**src/rtl/quad_decoder.sv**
```systemverilog
// Quadrature decoder: synchronises and glitch-filters encoder phases A/B, decodes
// Gray-code quarter-steps into step/dir pulses and a wrapping up/down position count.
module quad_decoder #(
    parameter int WIDTH       = 8,
    parameter int SYNC_STAGES = 2,
    parameter int FILTER      = 3
) (
    input  logic             clk,
    input  logic             reset,
    input  logic             a_in,
    input  logic             b_in,
    input  logic             clear,
    input  logic             err_clr,
    output logic [WIDTH-1:0] count,
    output logic             step,
    output logic             dir,
    output logic             err
);

    localparam int CW = $clog2(FILTER + 1);

    logic [SYNC_STAGES-1:0] a_sync_q, a_sync_d;
    logic [SYNC_STAGES-1:0] b_sync_q, b_sync_d;
    logic [1:0]             smp_s;
    logic [1:0]             prev_q, prev_d;
    logic [1:0]             state_q, state_d;
    logic [1:0]             ev_old_q, ev_old_d;
    logic [CW-1:0]          flt_cnt_q, flt_cnt_d;
    logic [CW-1:0]          cnt_next_s;
    logic                   differ_s;
    logic                   init_q, init_d;
    logic                   ev_q, ev_d;
    logic [WIDTH-1:0]       count_q, count_d;
    logic                   step_q, step_d;
    logic                   dir_q, dir_d;
    logic                   err_q, err_d;

    assign a_sync_d = {a_sync_q[SYNC_STAGES-2:0], a_in};
    assign b_sync_d = {b_sync_q[SYNC_STAGES-2:0], b_in};
    assign smp_s    = {a_sync_q[SYNC_STAGES-1], b_sync_q[SYNC_STAGES-1]};

    // Filter: accept a new A/B value after FILTER consecutive identical differing samples.
    // Before the first acceptance any stable value counts as different, so it gets loaded.
    always_comb begin
        prev_d     = smp_s;
        state_d    = state_q;
        init_d     = init_q;
        ev_d       = 1'b0;
        ev_old_d   = ev_old_q;
        flt_cnt_d  = {CW{1'b0}};
        cnt_next_s = {CW{1'b0}};
        differ_s   = !init_q || (smp_s != state_q);
        if (differ_s) begin
            if (smp_s == prev_q) begin
                cnt_next_s = flt_cnt_q + CW'(1);
            end else begin
                cnt_next_s = CW'(1);
            end
        end else begin
            cnt_next_s = {CW{1'b0}};
        end
        if (differ_s && (cnt_next_s == CW'(FILTER))) begin
            state_d   = smp_s;
            init_d    = 1'b1;
            ev_d      = init_q;
            ev_old_d  = state_q;
            flt_cnt_d = {CW{1'b0}};
        end else begin
            flt_cnt_d = cnt_next_s;
        end
    end

    // Decode the registered old->new transition; clear beats counting, err set beats err_clr.
    always_comb begin
        count_d = count_q;
        step_d  = 1'b0;
        dir_d   = dir_q;
        err_d   = err_clr ? 1'b0 : err_q;
        if (ev_q) begin
            case ({ev_old_q, state_q})
                4'b0010, 4'b1011, 4'b1101, 4'b0100: begin
                    count_d = count_q + WIDTH'(1);
                    step_d  = 1'b1;
                    dir_d   = 1'b1;
                end
                4'b0001, 4'b0111, 4'b1110, 4'b1000: begin
                    count_d = count_q - WIDTH'(1);
                    step_d  = 1'b1;
                    dir_d   = 1'b0;
                end
                4'b0011, 4'b1100, 4'b0110, 4'b1001: begin
                    err_d = 1'b1;
                end
                default: begin
                    count_d = count_q;
                end
            endcase
        end else begin
            step_d = 1'b0;
        end
        if (clear) begin
            count_d = {WIDTH{1'b0}};
        end else begin
            count_d = count_d;
        end
    end

    // State registers.
    always_ff @(posedge clk or posedge reset) begin
        if (reset) begin
            a_sync_q  <= {SYNC_STAGES{1'b0}};
            b_sync_q  <= {SYNC_STAGES{1'b0}};
            prev_q    <= 2'b00;
            state_q   <= 2'b00;
            ev_old_q  <= 2'b00;
            flt_cnt_q <= {CW{1'b0}};
            init_q    <= 1'b0;
            ev_q      <= 1'b0;
            count_q   <= {WIDTH{1'b0}};
            step_q    <= 1'b0;
            dir_q     <= 1'b1;
            err_q     <= 1'b0;
        end else begin
            a_sync_q  <= a_sync_d;
            b_sync_q  <= b_sync_d;
            prev_q    <= prev_d;
            state_q   <= state_d;
            ev_old_q  <= ev_old_d;
            flt_cnt_q <= flt_cnt_d;
            init_q    <= init_d;
            ev_q      <= ev_d;
            count_q   <= count_d;
            step_q    <= step_d;
            dir_q     <= dir_d;
            err_q     <= err_d;
        end
    end

    assign count = count_q;
    assign step  = step_q;
    assign dir   = dir_q;
    assign err   = err_q;

endmodule

```
**config.mk**
```make
export PLATFORM = sky130hd
export DESIGN_NAME = quad_decoder
export DESIGN_NICKNAME = d
export VERILOG_FILES = /design/src/rtl/quad_decoder.sv
export SDC_FILE = /design/constraint.sdc
export NUM_CORES = 1
export LEC_CHECK = 0
export CAP_MARGIN = 20
export CORE_UTILIZATION = 35
export CTS_CLUSTER_DIAMETER = 80
export CTS_CLUSTER_SIZE = 20
export DETAILED_ROUTE_END_ITERATION = 8
export SLEW_MARGIN = 20
export SYNTH_ARGS = -nofsm -noshare
export SYNTH_HDL_FRONTEND = slang
export SYNTH_SLANG_ARGS = --single-unit
```
**constraint.sdc**
```tcl
create_clock -name clk -period 5.3 [get_ports clk]
set_input_delay 1.06 -clock clk [delete_from_list [all_inputs] [get_ports clk]]
set_output_delay 1.06 -clock clk [all_outputs]
set_load 0.02 [all_outputs]
```
# Word level (Yosys, flattened, before mapping)
# Index checks and enable logic that the tools add are counted.
word_totals:
  ff_bits: 25
  wordCells: 55
  input_bits: 6
classes:
  addsub: 3
  n_reduce_logical: 12
  eq_ne: 15
  mux: 13
ops:
  columns: ["operator", "count"]
  rows:
  - ["== test 4 bit, second input constant", 6]
  - ["2-to-1 mux 8 bit", 2]
  - ["case mux 8 bit (2 select lines)", 1]
  - ["== test 4 x 3 -> 1 bit, second input constant", 3]
  - ["OR reduction 4 bit", 3]
  - ["adder 8 x 1 -> 8 bit, second input constant", 1]
  - ["== test 4 x 2 -> 1 bit, second input constant", 2]
  - ["OR reduction 8 bit", 1]
  - ["subtractor 8 x 1 -> 8 bit, second input constant", 1]
  - ["2-to-1 mux 1 bit", 6]
  - ["2-to-1 mux 2 bit", 3]
  - ["== test 4 x 1 -> 1 bit, second input constant", 1]
  - ["AND reduction 2 bit", 2]
  - ["nonzero test 2 bit", 2]
  - ["nonzero test 3 bit", 1]
  - ["adder 2 x 1 -> 2 bit, second input constant", 1]
  - ["== test 2 bit", 1]
  - ["== test 2 bit, second input constant", 1]
  - ["!= test 2 bit", 1]
  - ["case mux 1 bit (2 select lines)", 1]
  - ["logical AND 1 bit", 1]
  - ["logical NOT 1 bit", 1]
  - ["logical OR 1 bit", 1]

# Depth between registers and ports, before layout
# Gate-level depths: netlist (run 1).
depth:
  ltp_word: 6
  ltp_mapped: 9
  mapped_depth_nobuf: 9

# Worst setup path before layout (run 1)
# OpenSTA, ideal clock, no wires.
synth_path:
  kind: "register to register"
  from: "register state_q[1]"
  to: "register count_q[7], in the netlist count[7]"
  synth_period_minus_slack_ps: 2438
  arrival_time_ps: 2313
  setup_ps: 125
  path_buffers: 0
  path_slack_ps: 2862
  path_stages_with_launch: 9
  cell_sequence: "dfrtp_1 > xnor2_1 > and2_4 > ha_1 > a21o_1 > a21o_1 > a211oi_2 > mux2i_1 > mux2_2"
synth_between:
  elab_chain_len: 5
synth_rtl:
  columns: ["item", "line_no", "source"]
  rows:
  - ["start, declared", "26", "logic [1:0] state_q, state_d;"]
  - ["start signal, assigned", "127", "state_q <= state_d;"]
  - ["== test 4 x 1 -> 1 bit, or another cell as far along", "80", "case ({ev_old_q, state_q})"]
  - ["OR reduction 4 bit (on tied branches)", null, null]
  - ["case mux 8 bit (2 select lines)", "80", null]
  - ["2-to-1 mux 8 bit", "79", "if (ev_q) begin"]
  - ["2-to-1 mux 8 bit", "101", "if (clear) begin"]
  - ["end signal, assigned", "119", "count_q <= {WIDTH{1'b0}};"]
  - ["end signal, assigned", "132", "count_q <= count_d;"]
  - ["end, declared", "33", "logic [WIDTH-1:0] count_q, count_d;"]
# Several ways; a longest one is shown, not always the timed one. The select of a mux whose other input is x is not followed.
# A chain may end at the register's enable or synchronous reset.

# Worst setup path in the final report (run 1)
# Ends and elaborated chain as after synthesis.

==> impl_metrics.yaml, run 1 <==
power_and_ir_drop:
  total_power_uw: 691
  p_leak_nw: 0.706
  cellPowerDensity_mw_per_mm2: 446
  ir_drop_mv: 0.239
floorplanning:
  core-area_mm2: 0.00344
  ios: 17
  num_rows: 21
  die_width_um: 62.7
  start_util: 0.375
  die_y_um: 62.7
  dieArea_mm2: 0.00393
critical_path:
  path_cells: "xnor2_1, and2_4, ha_1, a211oi_2, nor3_1, a211oi_2, mux2i_1, mux2_2"
  regToRegSetupSlack_ns: 2.67
  critPathKind: "reg2reg"
  endpoint_kind: "flip-flop"
  cp_max_fo: 9
  worst_setup_path_start_kind: "flip-flop"
  rr_startpoint: "state_q[1]"
  crit_family: "multiplexers"
  critPathMaxStageDelay_ns: 0.44
  crit_slowest_cell: "dfrtp_1"
  crit_path_frequent_cell: "a211oi_2"
  path_buf_inv: 0
  arrival_ns: 2.78
  reg2regPathDepth: 8
  cp.required_ns: 5.46
  rr_endpoint: "count[7]"
logic_synthesis:
  yosys_warnings: 0
  postSynthCellCount: 115
  avgSynthCellArea_um2: 11.2
  ys_top_cells_by_area: "dfrtp_1, ha_1, mux2_2, xor2_1, xnor2_1"
  syn_nets: 128
  ys_seq_elements: 25
  yosysUniqueCellTypes: 35
  yosys.area.top_type_share: 0.466
  netlist_area_mm2: 0.00129
  synth_top_area_cell: "dfrtp_1"
  ys_seq_area_frac: 0.486
timing:
  hold_viol_final: 0
  fin_tns_setup_ns: 0
  skew_ns: 0.00535
  final.period_utilization: 0.496
  fmax_ghz: 0.381
  setup_violations: 0
  layout_min_cycle_time_ns: 2.63
  relSlewSlack: 0.395
  rsz0062_at_grt: "false"
  hold-worst-slack_ns: 0.363
  worstMarginPinSlew_ns: 0.906
  slew_viol_final: 0
route:
  drt_first_pass_iters: 4
  drt-total-wl_mm: 2.12
  viasPerCell: 4.86
  drc: 0
  wl_per_cell_um: 11.8
  antenna_left: 0
  drtIter0Drc: 14
  vias: 875
hold_path:
  hold_path.startpoint: "b_sync_q[0]"
  hp-class: "reg2reg"
  min_to: "b_sync_q[1]"
  hold_path_depth: 0
global_route:
  antenna_found_initial: 0
  grt.total_usage: 0.130
  grt_pass1_wl_mm: 4.06
  grt_max_degree: 26
  first_global_vias: 924
  grt_overflow: 0
finish:
  drive_gt1_frac: 0.142
  area_growth_pct: 20.3
  instances_no_fill: 180
  antennaDiodeCount: 0
  nNetsFinal: 148
  num-fill-cells: 314
clock_tree:
  insertion_delay_ns: 0.27
  clk_path_buf_depth: 2
  post_cts_buffers: 0
  post_cts_resized: 0
  clock_sinks: 25
  cts_tree: "done"
  numCtsBuffers: 3
  clk_pin_slew_ns: 0.09
  root_buffer: "clkbuf_8"
  cts_hold_buf: 0
  cts.htree.levels: 1
placement:
  port_buffers: 16
  dp.final_hpwl_mm: 1.58
  dp_cells: 176
  gp_congestion: 0.791
outcome:
  outcome: "finished, final reports clean"
job:
  drv_cap: 0
sequential cells by signal (all words and copies together) (netlist names), 2 cells and up:
register and flops:
state_q 2, prev_q 2, b_sync_q 2, count 8, ev_old_q 2, flt_cnt_q 2, a_sync_q 2
worst max path at each step:
stage,from,endpoint,slack (ns),cells after the start
after floorplan,state_q[1],count[7],2.86,8
after global placement,state_q[1],count[7],2.77,8
after detailed placement,state_q[1],count[7],2.67,8
after CTS,state_q[1],count[7],2.65,8
after global routing,state_q[1],count[7],2.49,8
final,state_q[1],count[7],2.67,8
power breakdown:
group          leakage, nW  switching, mW  internal [mW]
Sequential           0.317         0.0374          0.226
Combinational        0.367          0.170          0.145
Clock               0.0217         0.0598         0.0532
worst register-to-register path, stage by stage, from the launching register on:
cell and delay (ns):
dfrtp_1 0.44, xnor2_1 0.31, and2_4 0.27, ha_1 0.28, a211oi_2 0.31, nor3_1 0.11, a211oi_2 0.22, mux2i_1 0.23
mux2_2 0.35
final cells by class:
type	instances	area (um^2)	area share
clock buffers	3	41.3	0.0266
flip-flops and latches	25	627	0.404
repair buffers	16	160	0.103
multi-input cells	82	629	0.406
inverters	7	28.8	0.0185
clock inverters	1	7.51	0.00484
well taps	46	57.6	0.0371
cell usage in the layout (no fill, tap or decap), types with 2 or more instances in the layout:
cell | Yosys | layout
dfrtp_1 | 24 | 24
clkdlybuf4s50_1 | 0 | 16
nand2_1 | 9 | 9
nor2_1 | 6 | 6
xor2_1 | 6 | 6
inv_1 | 6 | 6
ha_1 | 6 | 6
xnor2_1 | 5 | 5
mux2_2 | 5 | 5
a21oi_1 | 5 | 5
a21o_1 | 4 | 4
nor3_1 | 4 | 4
o21ai_0 | 4 | 4
a211oi_2 | 3 | 3
nand3_1 | 3 | 3
nand3b_1 | 3 | 3
clkbuf_8 | 0 | 3
nor2b_1 | 2 | 2
o21a_1 | 2 | 2
cell families after synthesis:
group | count (synthesis) | synth area share
xor gates and xnor gates | 11 | 0.0747
AOI/OAI and AO/OA | 25 | 0.151
adders and majority gates | 7 | 0.0737
muxes | 6 | 0.0514
and+or+nand+nor | 33 | 0.137
buffers and inverters | 8 | 0.0262
DFF | 25 | 0.486
synth_stat cells:
| cell type | count |
|---|---|
| o21ai_1 | 1 |
| a21oi_1 | 5 |
| ha_1 | 6 |
| a211oi_2 | 3 |
| nand2b_4 | 1 |
| fa_1 | 1 |
| nand3b_1 | 3 |
| mux2i_1 | 1 |
| o31ai_2 | 1 |
| inv_1 | 6 |
| xor2_1 | 6 |
| and2b_1 | 1 |
| nor2_1 | 6 |
| a211o_1 | 1 |
| and2_4 | 1 |
| dfrtp_1 | 24 |
| clkbuf_2 | 1 |
| nor3_1 | 4 |
| and2_1 | 1 |
| mux2_2 | 5 |
| nor3b_1 | 1 |
| o21ai_4 | 1 |
| nor2b_1 | 2 |
| o211ai_1 | 1 |
| o21a_1 | 2 |
| dfstp_2 | 1 |
| inv_4 | 1 |
| o21bai_1 | 1 |
| xnor2_1 | 5 |
| nand3_1 | 3 |
| a21o_1 | 4 |
| nand2_1 | 9 |
| or2_2 | 1 |
| o211a_1 | 1 |
| o21ai_0 | 4 |
per-stage QoR:
step | util | setup slack (ns) | instance area [um^2]
floorplan | - | 2.86 | 1290
global placement | 0.437 | 2.77 | 1500
detailed placement | 0.437 | 2.67 | 1500
CTS | 0.451 | 2.65 | 1550
global route | 0.451 | 2.49 | 1550
finish | 0.451 | 2.67 | 1550
metal layers:
metal,GRT usage,vias up,wire [um]
met1,0.150,420,956
met4,0.0785,0,34
li1,-,437,-
met3,0.0255,4,54
met2,0.221,14,1080
met5,0,-,0
Power figures use the tool's default switching activity.
==> run 2: changes to the inputs <==
==> constraint.sdc (replaced) <==
create_clock -name clk -period 2.3 [get_ports clk]
set_input_delay 0.46 -clock clk [delete_from_list [all_inputs] [get_ports clk]]
set_output_delay 0.46 -clock clk [all_outputs]
set_load 0.02 [all_outputs]
==> impl_metrics.yaml, run 2 (synthesis results as in run 1) <==
timing:
  fmax_ghz: 0.445
  slew_viol_final: 0
  final.period_utilization: 0.977
  layout_min_cycle_time_ns: 2.25
  worstMarginPinSlew_ns: 0.419
  hold-worst-slack_ns: 0.356
  hold_viol_final: 0
  skew_ns: 0.00871
  setup_violations: 0
  relSlewSlack: 0.720
  rsz0062_at_grt: "true"
critical_path:
  regToRegSetupSlack_ns: 0.05
  reg2regPathDepth: 8
  worst_setup_path_start_kind: "flip-flop"
  cp.required_ns: 2.46
  rr_startpoint: "ev_old_q[1]"
  arrival_ns: 2.41
  endpoint_kind: "flip-flop"
  cp_max_fo: 7
  rr_endpoint: "count[7]"
  critPathKind: "reg2reg"
floorplanning:
  die_y_um: 62.7
  num_rows: 21
  die_width_um: 62.7
  dieArea_mm2: 0.00393
  ios: 17
  start_util: 0.375
  core-area_mm2: 0.00344
job:
  drv_cap: 0
finish:
  final_util: 0.501
  drive_gt1_frac: 0.267
  area_growth_pct: 33.8
  final_area_mm2: 0.00173
  num-fill-cells: 323
  final_common_cell: "dfrtp_1"
  final_cell_mix: "dfrtp_1, clkdlybuf4s50_1, buf_4, nand2_1"
  largest_register_ffs: 8
  nNetsFinal: 164
  antennaDiodeCount: 0
route:
  drc: 0
  drt_first_pass_iters: 3
  antenna_left: 0
  drt-total-wl_mm: 2.37
  vias: 939
  wl_per_cell_um: 12.1
  drtIter0Drc: 31
  viasPerCell: 4.79
global_route:
  grt_max_degree: 18
  grt_overflow: 0
  first_global_vias: 955
  grt.total_usage: 0.136
  antenna_found_initial: 0
  grt_pass1_wl_mm: 4.18
clock_tree:
  cts.htree.levels: 1
  insertion_delay_ns: 0.28
  cts_tree: "done"
  numCtsBuffers: 3
  clk_path_buf_depth: 2
  clk_pin_slew_ns: 0.10
  clock_sinks: 25
  root_buffer: "clkbuf_8"
hold_path:
  hold_path_depth: 0
  hp-class: "reg2reg"
  hold_path.startpoint: "a_sync_q[0]"
  min_to: "a_sync_q[1]"
placement:
  port_buffers: 16
  placed_area_mm2: 0.00161
  dp.final_hpwl_mm: 1.86
  gp_congestion: 0.845
power_and_ir_drop:
  cellPowerDensity_mw_per_mm2: 1150
  switching_power_uw: 732
  switching_share: 0.369
  ir_drop_mv: 0.733
  p_leak_nw: 0.785
  intPower_mw: 1.25
  seqPwrFrac: 0.297
  total_power_mw: 1.99
  pwr-share-comb: 0.566
  pwr-share-clk: 0.137
outcome:
  outcome: "finished, final reports clean"
[run 2: cell type report]
class,count,area [um^2],share of cell area
Tap cell,46,57.6,0.0334
Timing Repair Buffer,32,284,0.165
Sequential cell,25,627,0.363
Inverter,7,28.8,0.0167
Clock buffer,3,41.3,0.0239
Multi-Input combinational cell,82,679,0.394
Clock inverter,1,7.51,0.00435
[run 2: worst max-delay path by stage]
stage                            from        to  slack, ns  cells after the start
after floorplan            state_q[1]  count[7]      0.004                      8
after global placement    ev_old_q[1]  count[7]       0.02                      8
after detailed placement  ev_old_q[0]  count[7]      0.007                      8
after CTS                  state_q[0]  count[7]       0.02                      8
after global routing      ev_old_q[1]  count[7]      -0.07                      8
final                     ev_old_q[1]  count[7]       0.05                      8
[run 2: per-stage QoR]
step                setup slack [ns]  TNS, ns  std cells
finish                        0.0522        0        196
detailed placement           0.00670        0        188
CTS                           0.0162        0        193
floorplan                    0.00351        0        115
global placement              0.0208        0        188
global route                 -0.0726   -0.107        196
[run 2: worst max-delay path: stages (launching register included)]
cell and delay, ns:
dfrtp_1 0.40, xor2_1 0.20, and2_4 0.26, ha_4 0.23, a21o_1 0.15, a21o_1 0.16, a211oi_2 0.19, mux2i_1 0.21
mux2_2 0.34
[run 2: what timing repair did]
item,CTS,global route
hold buffers,0,0
endpoints found under the hold margin,0,0
pin swaps,5,6
gates resized for setup,1,3
buffers inserted,1,3
endpoints found under the setup margin,1,2
[run 2: power groups by stage]
| stage | clock (mW) | sequential (mW) | combinational (mW) |
|---|---|---|---|
| final | 0.272 | 0.589 | 1.12 |
| after floorplan | 0 | 0.625 | 0.612 |
| after CTS | 0.281 | 0.592 | 1.03 |
| after global routing | 0.299 | 0.600 | 1.22 |
| after detailed placement | 0 | 0.601 | 1.00 |
| after global placement | 0 | 0.597 | 0.951 |
[run 2: metal layers]
metal,up-vias,wire [um],global-route usage,part of all wire
met3,5,51,0.0274,0.022
li1,465,-,-,-
met5,-,0,0,0
met1,455,1070,0.163,0.45
met4,0,38,0.0523,0.016
met2,14,1210,0.236,0.51
==> run 3: changes to the inputs <==
==> constraint.sdc (replaced) <==
create_clock -name clk -period 2.3 [get_ports clk]
set_input_delay 0.575 -clock clk [delete_from_list [all_inputs] [get_ports clk]]
set_output_delay 0.575 -clock clk [all_outputs]
set_load 0.02 [all_outputs]
==> impl_metrics.yaml, run 3 (synthesis results as in run 1) <==
timing:
  hold-worst-slack_ns: 0.357
  rsz0062_at_grt: "true"
  relSlewSlack: 0.700
  layout_setup_ws_ns: -0.00177
  slew_viol_final: 0
  setup_violations: 1
  layout_min_cycle_time_ns: 2.30
  fin_tns_setup_ns: -0.00177
  skew_ns: 0.00209
  hold_viol_final: 0
  final.period_utilization: 1.00
  fmax_ghz: 0.434
  worstMarginPinSlew_ns: 0.449
power_and_ir_drop:
  switching_power_uw: 745
  seqPwrFrac: 0.295
  switching_share: 0.367
  intPower_mw: 1.28
  pwr-share-comb: 0.570
  total_power_mw: 2.03
  pwr-share-clk: 0.135
  ir_drop_mv: 0.614
  p_leak_nw: 0.797
  cellPowerDensity_mw_per_mm2: 1160
route:
  met1_length_mm: 1.10
  wl_met3_um: 50
  drtIter0Drc: 41
  drt_first_pass_iters: 4
  wl_per_cell_um: 12.5
  drc: 0
  dr.max_layer_used: "met4"
  antenna_left: 0
  met2WireLength_mm: 1.25
  drt-total-wl_mm: 2.46
  viasPerCell: 4.88
  vias: 961
floorplanning:
  dieArea_mm2: 0.00393
  core-area_mm2: 0.00344
  start_util: 0.375
  die_y_um: 62.7
  die_width_um: 62.7
  num_rows: 21
  ios: 17
critical_path:
  cp.required_ns: 2.46
  critPathKind: "reg2reg"
  arrival_ns: 2.46
  endpoint_kind: "flip-flop"
  cp_max_fo: 7
  worst_setup_path_start_kind: "flip-flop"
clock_tree:
  cts_hold_buf: 0
  numCtsBuffers: 3
  clk_path_buf_depth: 2
  cts_tree: "done"
  root_buffer: "clkbuf_8"
  clk_pin_slew_ns: 0.09
  clock_sinks: 25
  cts.htree.levels: 1
  insertion_delay_ns: 0.27
finish:
  drive_gt1_frac: 0.278
  final_area_mm2: 0.00175
  area_growth_pct: 35.3
  final_cell_mix: "dfrtp_1, buf_4, clkdlybuf4s50_1, nand2_1"
  antennaDiodeCount: 0
  final_util: 0.507
  instances_no_fill: 197
  largest_register_ffs: 8
  num-fill-cells: 319
  final_common_cell: "dfrtp_1"
  nNetsFinal: 165
global_route:
  grt_pass1_wl_mm: 4.27
  antenna_found_initial: 0
  first_global_vias: 958
  grt.total_usage: 0.141
  grt_max_degree: 18
  grt_overflow: 0
job:
  drv_cap: 0
placement:
  dp_slack_ns: -0.0366
  placed_area_mm2: 0.00162
  port_buffers: 16
  dp_cells: 189
  dp.final_hpwl_mm: 1.88
  gp_congestion: 0.829
hold_path:
  hp-class: "reg2reg"
outcome:
  outcome: "finished with violations"
  violations: "negative setup slack"
[run 3: cell count changes in the layout (fill, tap and decap cells not counted)]
cell	previous run	this run
a211oi_2	3	2
a211oi_4	0	1
buf_4	15	17
buf_6	1	0
clkinvlp_4	1	0
inv_6	0	1
xor2_1	6	5
xor2_2	0	1
[run 3: critical path, cell delays in order, from the launching register on]
cell	delay, ns
dfrtp_1	0.42
xor2_2	0.19
and2_4	0.18
buf_4	0.16
ha_1	0.29
buf_4	0.15
a211oi_2	0.22
mux2i_1	0.23
mux2_2	0.36
[run 3: cell type report]
cell class                      instances  area (um^2)  area share
Clock buffer                            3         41.3      0.0237
Clock inverter                          1         8.76     0.00502
Inverter                                7         28.8      0.0165
Multi-Input combinational cell         82          694       0.398
Sequential cell                        25          627       0.359
Tap cell                               46         57.6      0.0330
Timing Repair Buffer                   33          288       0.165
[run 3: timing repair]
item / CTS / global route
endpoints found under the setup margin: 1 / 2
resized for setup: 4 / 1
buffers inserted: 1 / 3
pin swaps: 5 / 4
[run 3: path summary, 6_finish.rpt]
| path | from | endpoint | slack (ns) | cells past startpoint |
|---|---|---|---|---|
| min in group asynchronous | reset | step | 0.56 | 2 |
| hold reg to reg | b_sync_q[0] | b_sync_q[1] | 0.36 | 0 |
| max in group asynchronous | reset | dir | 1.14 | 3 |
| setup / recovery | ev_old_q[1] | count[7] | -0.002 | 8 |
| setup reg to reg | ev_old_q[1] | count[7] | -0.002 | 8 |
| hold / removal | b_sync_q[0] | b_sync_q[1] | 0.36 | 0 |
[run 3: routing by layer]
metal / up-vias / track usage
li1: 470 / -
met1: 468 / 0.173
met2: 17 / 0.224
met3: 6 / 0.0255
met4: 0 / 0.0930
met5: - / 0
[run 3: power groups by stage]
stage | combinational, mW | sequential (mW) | clock [mW]
6_report | 1.16 | 0.598 | 0.274
5_1_grt | 1.26 | 0.610 | 0.306
4_1_cts | 1.09 | 0.595 | 0.290
3_5_place_dp | 0.993 | 0.602 | 0
3_3_place_gp | 0.952 | 0.597 | 0
2_1_floorplan | 0.612 | 0.625 | 0
